`config.mk`:
```
export PLATFORM = sky130hd
export DESIGN_NAME = viterbi_hmm_engine
export DESIGN_NICKNAME = d
export VERILOG_FILES = /design/src/rtl/viterbi_pkg.sv /design/src/rtl/viterbi_acs.sv /design/src/rtl/viterbi_hmm_engine.sv
export SDC_FILE = /design/constraint.sdc
export NUM_CORES = 1
export LEC_CHECK = 0
export CELL_PAD_IN_SITES_DETAIL_PLACEMENT = 2
export CELL_PAD_IN_SITES_GLOBAL_PLACEMENT = 2
export CORE_MARGIN = 10
export CORE_UTILIZATION = 34
export CTS_BUF_LIST = sky130_fd_sc_hd__clkbuf_16
export CTS_CLUSTER_DIAMETER = 40
export DETAILED_ROUTE_END_ITERATION = 12
export GPL_TIMING_DRIVEN = 0
export PLACE_DENSITY = 0.85
export SLEW_MARGIN = 15
export SYNTH_ARGS = -nofsm -noshare
export SYNTH_HDL_FRONTEND = slang
export SYNTH_SLANG_ARGS = --single-unit
```
`constraint.sdc`:
```
create_clock -name clk -period 11.51 [get_ports clk]
set_clock_uncertainty 0.1 [all_clocks]
set_input_delay 1.151 -clock clk [delete_from_list [all_inputs] [get_ports clk]]
set_output_delay 1.151 -clock clk [all_outputs]
set_load 0.02 [all_outputs]
```
`src/rtl/viterbi_pkg.sv`:
```
// Shared types and helpers for the log-domain Viterbi engine.
package viterbi_pkg;

  typedef enum logic [2:0] {
    ST_IDLE,
    ST_FWD,
    ST_FINAL,
    ST_TRACE,
    ST_OUT
  } state_t;

  // Signed saturating add clamped to a w-bit two's-complement range.
  // Operands are passed sign-extended to 64 bits so the raw sum cannot wrap.
  function automatic logic signed [63:0] sat_add(input logic signed [63:0] a,
                                                 input logic signed [63:0] b,
                                                 input int w);
    logic signed [63:0] sum;
    logic signed [63:0] hi;
    logic signed [63:0] lo;
    sum = a + b;
    hi  = (64'sd1 <<< (w - 1)) - 64'sd1;
    lo  = -(64'sd1 <<< (w - 1));
    if (sum > hi)      return hi;
    else if (sum < lo) return lo;
    else               return sum;
  endfunction

  // Slice index of A[i][j] in the flat logA bus.
  function automatic int a_idx(input int i, input int j, input int ns);
    return i * ns + j;
  endfunction

  // Slice index of B[i][k] in the flat logB bus.
  function automatic int b_idx(input int i, input int k, input int no);
    return i * no + k;
  endfunction

  // Slice index of C[i] in the flat logC bus.
  function automatic int c_idx(input int i);
    return i;
  endfunction

endpackage

```
`src/rtl/viterbi_acs.sv`:
```
// Add-compare-select for one destination state: best predecessor plus emission.
module viterbi_acs import viterbi_pkg::*; #(
  parameter int W  = 16,
  parameter int NS = 3,
  parameter int SW = 2
) (
  input  logic                 first,
  input  logic [NS*W-1:0]      delta_in,
  input  logic [NS*W-1:0]      a_col,
  input  logic signed [W-1:0]  b_val,
  input  logic signed [W-1:0]  c_val,
  output logic signed [W-1:0]  delta_out,
  output logic [SW-1:0]        bp_out
);

  logic signed [W-1:0] d [NS];
  logic signed [W-1:0] a [NS];
  logic signed [W-1:0] best;
  logic signed [W-1:0] cand;

  for (genvar i = 0; i < NS; i++) begin : g_unpack
    assign d[i] = delta_in[i*W +: W];
    assign a[i] = a_col[i*W +: W];
  end

  // Strict '>' keeps the lowest predecessor index on ties; the first
  // observation bypasses the transition term and starts from C[j].
  always_comb begin
    best   = W'(sat_add(64'(d[0]), 64'(a[0]), W));
    bp_out = '0;
    cand   = '0;
    for (int i = 1; i < NS; i++) begin
      cand = W'(sat_add(64'(d[i]), 64'(a[i]), W));
      if (cand > best) begin
        best   = cand;
        bp_out = SW'(i);
      end
    end
    if (first) delta_out = W'(sat_add(64'(c_val), 64'(b_val), W));
    else       delta_out = W'(sat_add(64'(best), 64'(b_val), W));
  end

endmodule

```
`src/rtl/viterbi_hmm_engine.sv`:
```
// Log-domain Viterbi decoder: forward ACS over streamed observations,
// final argmax, backpointer traceback, then time-ordered path streaming.
module viterbi_hmm_engine import viterbi_pkg::*; #(
  parameter int  W    = 16,
  parameter int  NS   = 3,
  parameter int  NO   = 3,
  parameter int  TMAX = 8,
  localparam int SW   = $clog2(NS),
  localparam int OW   = $clog2(NO),
  localparam int LW   = $clog2(TMAX + 1)
) (
  input  logic                  clk,
  input  logic                  rst_n,
  input  logic                  start,
  input  logic [LW-1:0]         length,
  input  logic [OW-1:0]         obs_in,
  input  logic                  obs_valid,
  output logic                  obs_ready,
  input  logic [NS*NS*W-1:0]    logA,
  input  logic [NS*NO*W-1:0]    logB,
  input  logic [NS*W-1:0]       logC,
  output logic [SW-1:0]         path_out,
  output logic                  path_valid,
  input  logic                  path_ready,
  output logic signed [W-1:0]   score,
  output logic                  busy,
  output logic                  done,
  output logic                  err
);

  localparam int TW = $clog2(TMAX);

  state_t              state;
  logic [TW-1:0]       len_m1;
  logic [TW-1:0]       t;
  logic [TW-1:0]       k;
  logic [TW-1:0]       idx;
  logic signed [W-1:0] delta [NS];
  logic [SW-1:0]       bp [TMAX][NS];
  logic [SW-1:0]       path [TMAX];

  logic [NS*W-1:0]     delta_flat;
  logic signed [W-1:0] acs_delta [NS];
  logic [SW-1:0]       acs_bp [NS];
  logic signed [W-1:0] best_delta;
  logic [SW-1:0]       best_state;
  logic [SW-1:0]       trace_sym;
  logic                hs_obs;
  logic                hs_path;
  logic                len_ok;

  assign hs_obs    = obs_valid & obs_ready;
  assign hs_path   = path_valid & path_ready;
  assign len_ok    = (length != '0) && (length <= LW'(TMAX));
  assign trace_sym = bp[k][path[k]];

  for (genvar j = 0; j < NS; j++) begin : g_acs
    logic [NS*W-1:0]     a_col;
    logic signed [W-1:0] b_val;
    logic signed [W-1:0] c_val;

    assign delta_flat[j*W +: W] = delta[j];
    assign c_val = logC[c_idx(j)*W +: W];
    for (genvar i = 0; i < NS; i++) begin : g_col
      assign a_col[i*W +: W] = logA[a_idx(i, j, NS)*W +: W];
    end

    // Emission lookup for the current symbol as an explicit mux.
    always_comb begin
      b_val = '0;
      for (int s = 0; s < NO; s++)
        if (obs_in == OW'(s)) b_val = logB[b_idx(j, s, NO)*W +: W];
    end

    viterbi_acs #(.W(W), .NS(NS), .SW(SW)) u_acs (
      .first     (t == '0),
      .delta_in  (delta_flat),
      .a_col     (a_col),
      .b_val     (b_val),
      .c_val     (c_val),
      .delta_out (acs_delta[j]),
      .bp_out    (acs_bp[j])
    );
  end

  // Best final state, lowest index wins ties.
  always_comb begin
    best_state = '0;
    best_delta = delta[0];
    for (int j = 1; j < NS; j++) begin
      if (delta[j] > best_delta) begin
        best_delta = delta[j];
        best_state = SW'(j);
      end
    end
  end

  // Backpointer and path storage; pure data, no reset needed.
  always_ff @(posedge clk) begin
    if (state == ST_FWD && hs_obs && t != '0)
      for (int j = 0; j < NS; j++) bp[t][j] <= acs_bp[j];
    if (state == ST_FINAL) path[len_m1] <= best_state;
    if (state == ST_TRACE) path[k - TW'(1)] <= trace_sym;
  end

  // Control FSM with registered outputs, delta and score.
  always_ff @(posedge clk) begin
    if (!rst_n) begin
      state      <= ST_IDLE;
      len_m1     <= '0;
      t          <= '0;
      k          <= '0;
      idx        <= '0;
      score      <= '0;
      obs_ready  <= 1'b0;
      path_valid <= 1'b0;
      path_out   <= '0;
      busy       <= 1'b0;
      done       <= 1'b0;
      err        <= 1'b0;
      for (int j = 0; j < NS; j++) delta[j] <= '0;
    end else begin
      done <= 1'b0;
      err  <= 1'b0;
      case (state)
        ST_IDLE: begin
          if (start) begin
            if (len_ok) begin
              len_m1    <= TW'(length - LW'(1));
              t         <= '0;
              obs_ready <= 1'b1;
              busy      <= 1'b1;
              state     <= ST_FWD;
            end else begin
              err <= 1'b1;
            end
          end
        end
        ST_FWD: begin
          if (hs_obs) begin
            for (int j = 0; j < NS; j++) delta[j] <= acs_delta[j];
            t <= t + TW'(1);
            if (t == len_m1) begin
              obs_ready <= 1'b0;
              state     <= ST_FINAL;
            end
          end
        end
        ST_FINAL: begin
          score <= best_delta;
          k     <= len_m1;
          if (len_m1 != '0) begin
            state <= ST_TRACE;
          end else begin
            path_out   <= best_state;
            path_valid <= 1'b1;
            idx        <= '0;
            state      <= ST_OUT;
          end
        end
        ST_TRACE: begin
          k <= k - TW'(1);
          if (k == TW'(1)) begin
            path_out   <= trace_sym;
            path_valid <= 1'b1;
            idx        <= '0;
            state      <= ST_OUT;
          end
        end
        ST_OUT: begin
          if (hs_path) begin
            if (idx == len_m1) begin
              path_valid <= 1'b0;
              done       <= 1'b1;
              busy       <= 1'b0;
              state      <= ST_IDLE;
            end else begin
              idx      <= idx + TW'(1);
              path_out <= path[idx + TW'(1)];
            end
          end
        end
        default: state <= ST_IDLE;
      endcase
    end
  end

endmodule
```
==> metrics <==
status=complete, no violations; 1st-iter DRT viols=1669; Max Cap Violations=0; layout cell share with drive strength beyond 1=6.37%; Max Transition Viols Final=0; Final period util=97.7%; Synth Register Bits=153; Die ar.=0.0859 mm2; hold_ws=around 390 ps; Top Ports=370; die height=293 um; crit-path leading delay family=compound AO/OA/AOI/OAI gates; cell area power density=199 mW/mm2; Final Hold Fails=0; Crit path largest cell delay=just under 800 ps; Max VDD drop=between 90 and 100 uV; Syn Area/Cell=around 7.9 um2; Yosys top cell area share=roughly 18%; crit start category=input port; vias in the first global route=approximately 30000; synth unique cells=103; Clk pin slew, worst setup/hold paths=70 ps; leading area contributor after synthesis=ha_1; Die X=293 um; vias=27659; slowest stage cell, crit path=a2111oi_1; DP Worst Slack=-2320 ps; first-pass GRT wire length=around 190000 um; hold_buf cts=0; Leakage=roughly 13 nW; fin nets=4331; Finish-stage setup viols=0; Crit path required time=11600 ps; Area Growth Syn to Fin=23.4%; Starting Density=34.2%; Core ar.=0.0742 mm2; Worst EP arrival=11330 ps; final setup TNS=0 ps; Pwr Total=0.00624 W; critical path's most frequent cell=a21oi_1; sequential share of the synthesized area=16.5%; initial antenna violation count=8; TritonCTS clock tree=built; Tot GR Track Use=roughly 29%; Clock Latency Late Sink=approximately 480 ps; Post-synth EDFFs=about 110; WP buf/inv=9; DP HPWL=107000 um; clk sink count=153; synthesized area=0.0254 mm2; wire per inst=28.0 um; Fmax=about 89 MHz; Worst-Margin Slew=1290 ps; Max FO, Critical Path=17; GP Congestion=0.929; PortBufs=around 370; row cnt=100; ys async rst share=0%; Primary FF master, synth=edfxtp_1; DRC=0; critical path class=in -> reg; Bufs on Longest Clock Path=2; First-pass DRT Iterations=7; worst setup margin=between 200 and 300 ps; WL final=128000 um; Tmin final=11240 ps; Max-slew headroom=approximately 14%; number of H-tree levels=4; drt via density=6.04; post-layout util=around 42%; clock buffer count from CTS=17; Hold Crit Class=reg -> reg; post-synthesis net count=3932; Critical Path Sink Type=flip-flop; clock root buffer master=clkbuf_16; Area contributors post-synth=ha_1 18%, edfxtp_1 13%, a21oi_1 5.7%; Yosys Warn Count=0; cell count after synthesis=around 3200; largest net degree at the start of global routing=49; Routed Antenna Nets=0; total gr overflow=0
metrics by stage:
step                std cells  instance area (um2)
floorplan                3196                25400
global placement         4532                30300
detailed placement       4532                30300
CTS                      4568                31000
global route             4577                31300
finish                   4579                31300
power breakdown:
part	switching [W]	internal (W)
clock network	0.000296	0.000290
registers	0.0000648	0.000679
logic	0.00302	0.00189
total	0.00338	0.00285
tightest hold or removal path, delay by kind of cell (launching register included):
family / cells / cell delay, ps
flip-flops: 1 / 340
AO/OA/AOI/OAI: 1 / 50
AND/OR/NAND/NOR: 1 / 70
worst paths after layout:
path | startpoint | end | slack, ps | cells past startpoint
hold reg to reg | busy | busy | 390 | 2
setup reg to reg | delta[0][1] | delta[0][39] | 590 | 46
hold / removal | busy | busy | 390 | 2
setup / recovery | logA[39] | delta[0][39] | 270 | 44
cells in the mapped netlist, drive strengths merged, types with 41 or more instances:
master / n
mux2i: 100
dfxtp: 41
clkbuf: 69
inv: 186
nor3: 75
nor2: 220
o21ai: 279
nand2: 309
o21a: 66
edfxtp: 112
nor2b: 46
a21o: 120
nand2b: 56
xor2: 63
ha: 374
nand3: 55
xnor2: 120
a211oi: 42
a21oi: 291
kinds of logic after synthesis:
group,share of synthesized area [%]
buffers and inverters,4.44
AO/OA/AOI/OAI,28.8
AND/OR/NAND/NOR,16.8
adder cells (fa/ha/maj),20.8
flip-flops,16.5
multiplexers,6.32
XOR/XNOR,6.32
registers in the layout, indices dropped and copies added, names as in the netlist, named ones only:
name	flops
k	3
state	3
busy	1
err	1
obs_ready	1
idx	3
len_m1	3
score	16
path_valid	1
path_out	2
done	1
bp	48
t	3
path	16
delta	48
cell type report:
type                       instances  area (um2)
inverter                         187         703
fill                            8520       42900
sequential                       153        4180
antenna                            2        5.00
buffer                            99         453
timing repair buffer             380        3770
clock buffer                      17         425
clock inverter                    15         155
tap                              969        1210
multi-input combinational       2757       20400
repair_timing:
action	CTS	global route
resized for setup	30	59
setup endpoints to repair	48	47
cloned	0	1
setup buffers	4	9
pin swaps	4	7
per-layer routing:
metal / track usage [%] / wire length (um) / share of wire, % / up-vias
li1: - / - / - / 12770
met1: 34.1 / 52500 / 41 / 13775
met2: 49.9 / 61300 / 48 / 855
met3: 5.89 / 8580 / 6.7 / 249
met4: 10.8 / 5740 / 4.5 / 10
met5: 0 / 69 / 0.054 / -
cells in the final DEF (no fill, tap or decap), types with 29 or more instances in the layout:
cell / count
dfxtp_1: 41
a211oi_1: 36
o21ai_0: 243
mux2i_1: 98
ha_1: 374
edfxtp_1: 112
clkbuf_1: 54
xnor2_1: 118
inv_1: 186
nand3_1: 55
nor2_1: 216
a21oi_1: 281
nor3_1: 70
nor2b_1: 46
maj3_1: 29
a21o_1: 119
nand4_1: 37
nand2_1: 307
nand2b_1: 56
o211ai_1: 31
clkdlybuf4s50_1: 367
o21a_1: 64
a31oi_1: 32
xor2_1: 63
Power figures use the tool's default switching activity.
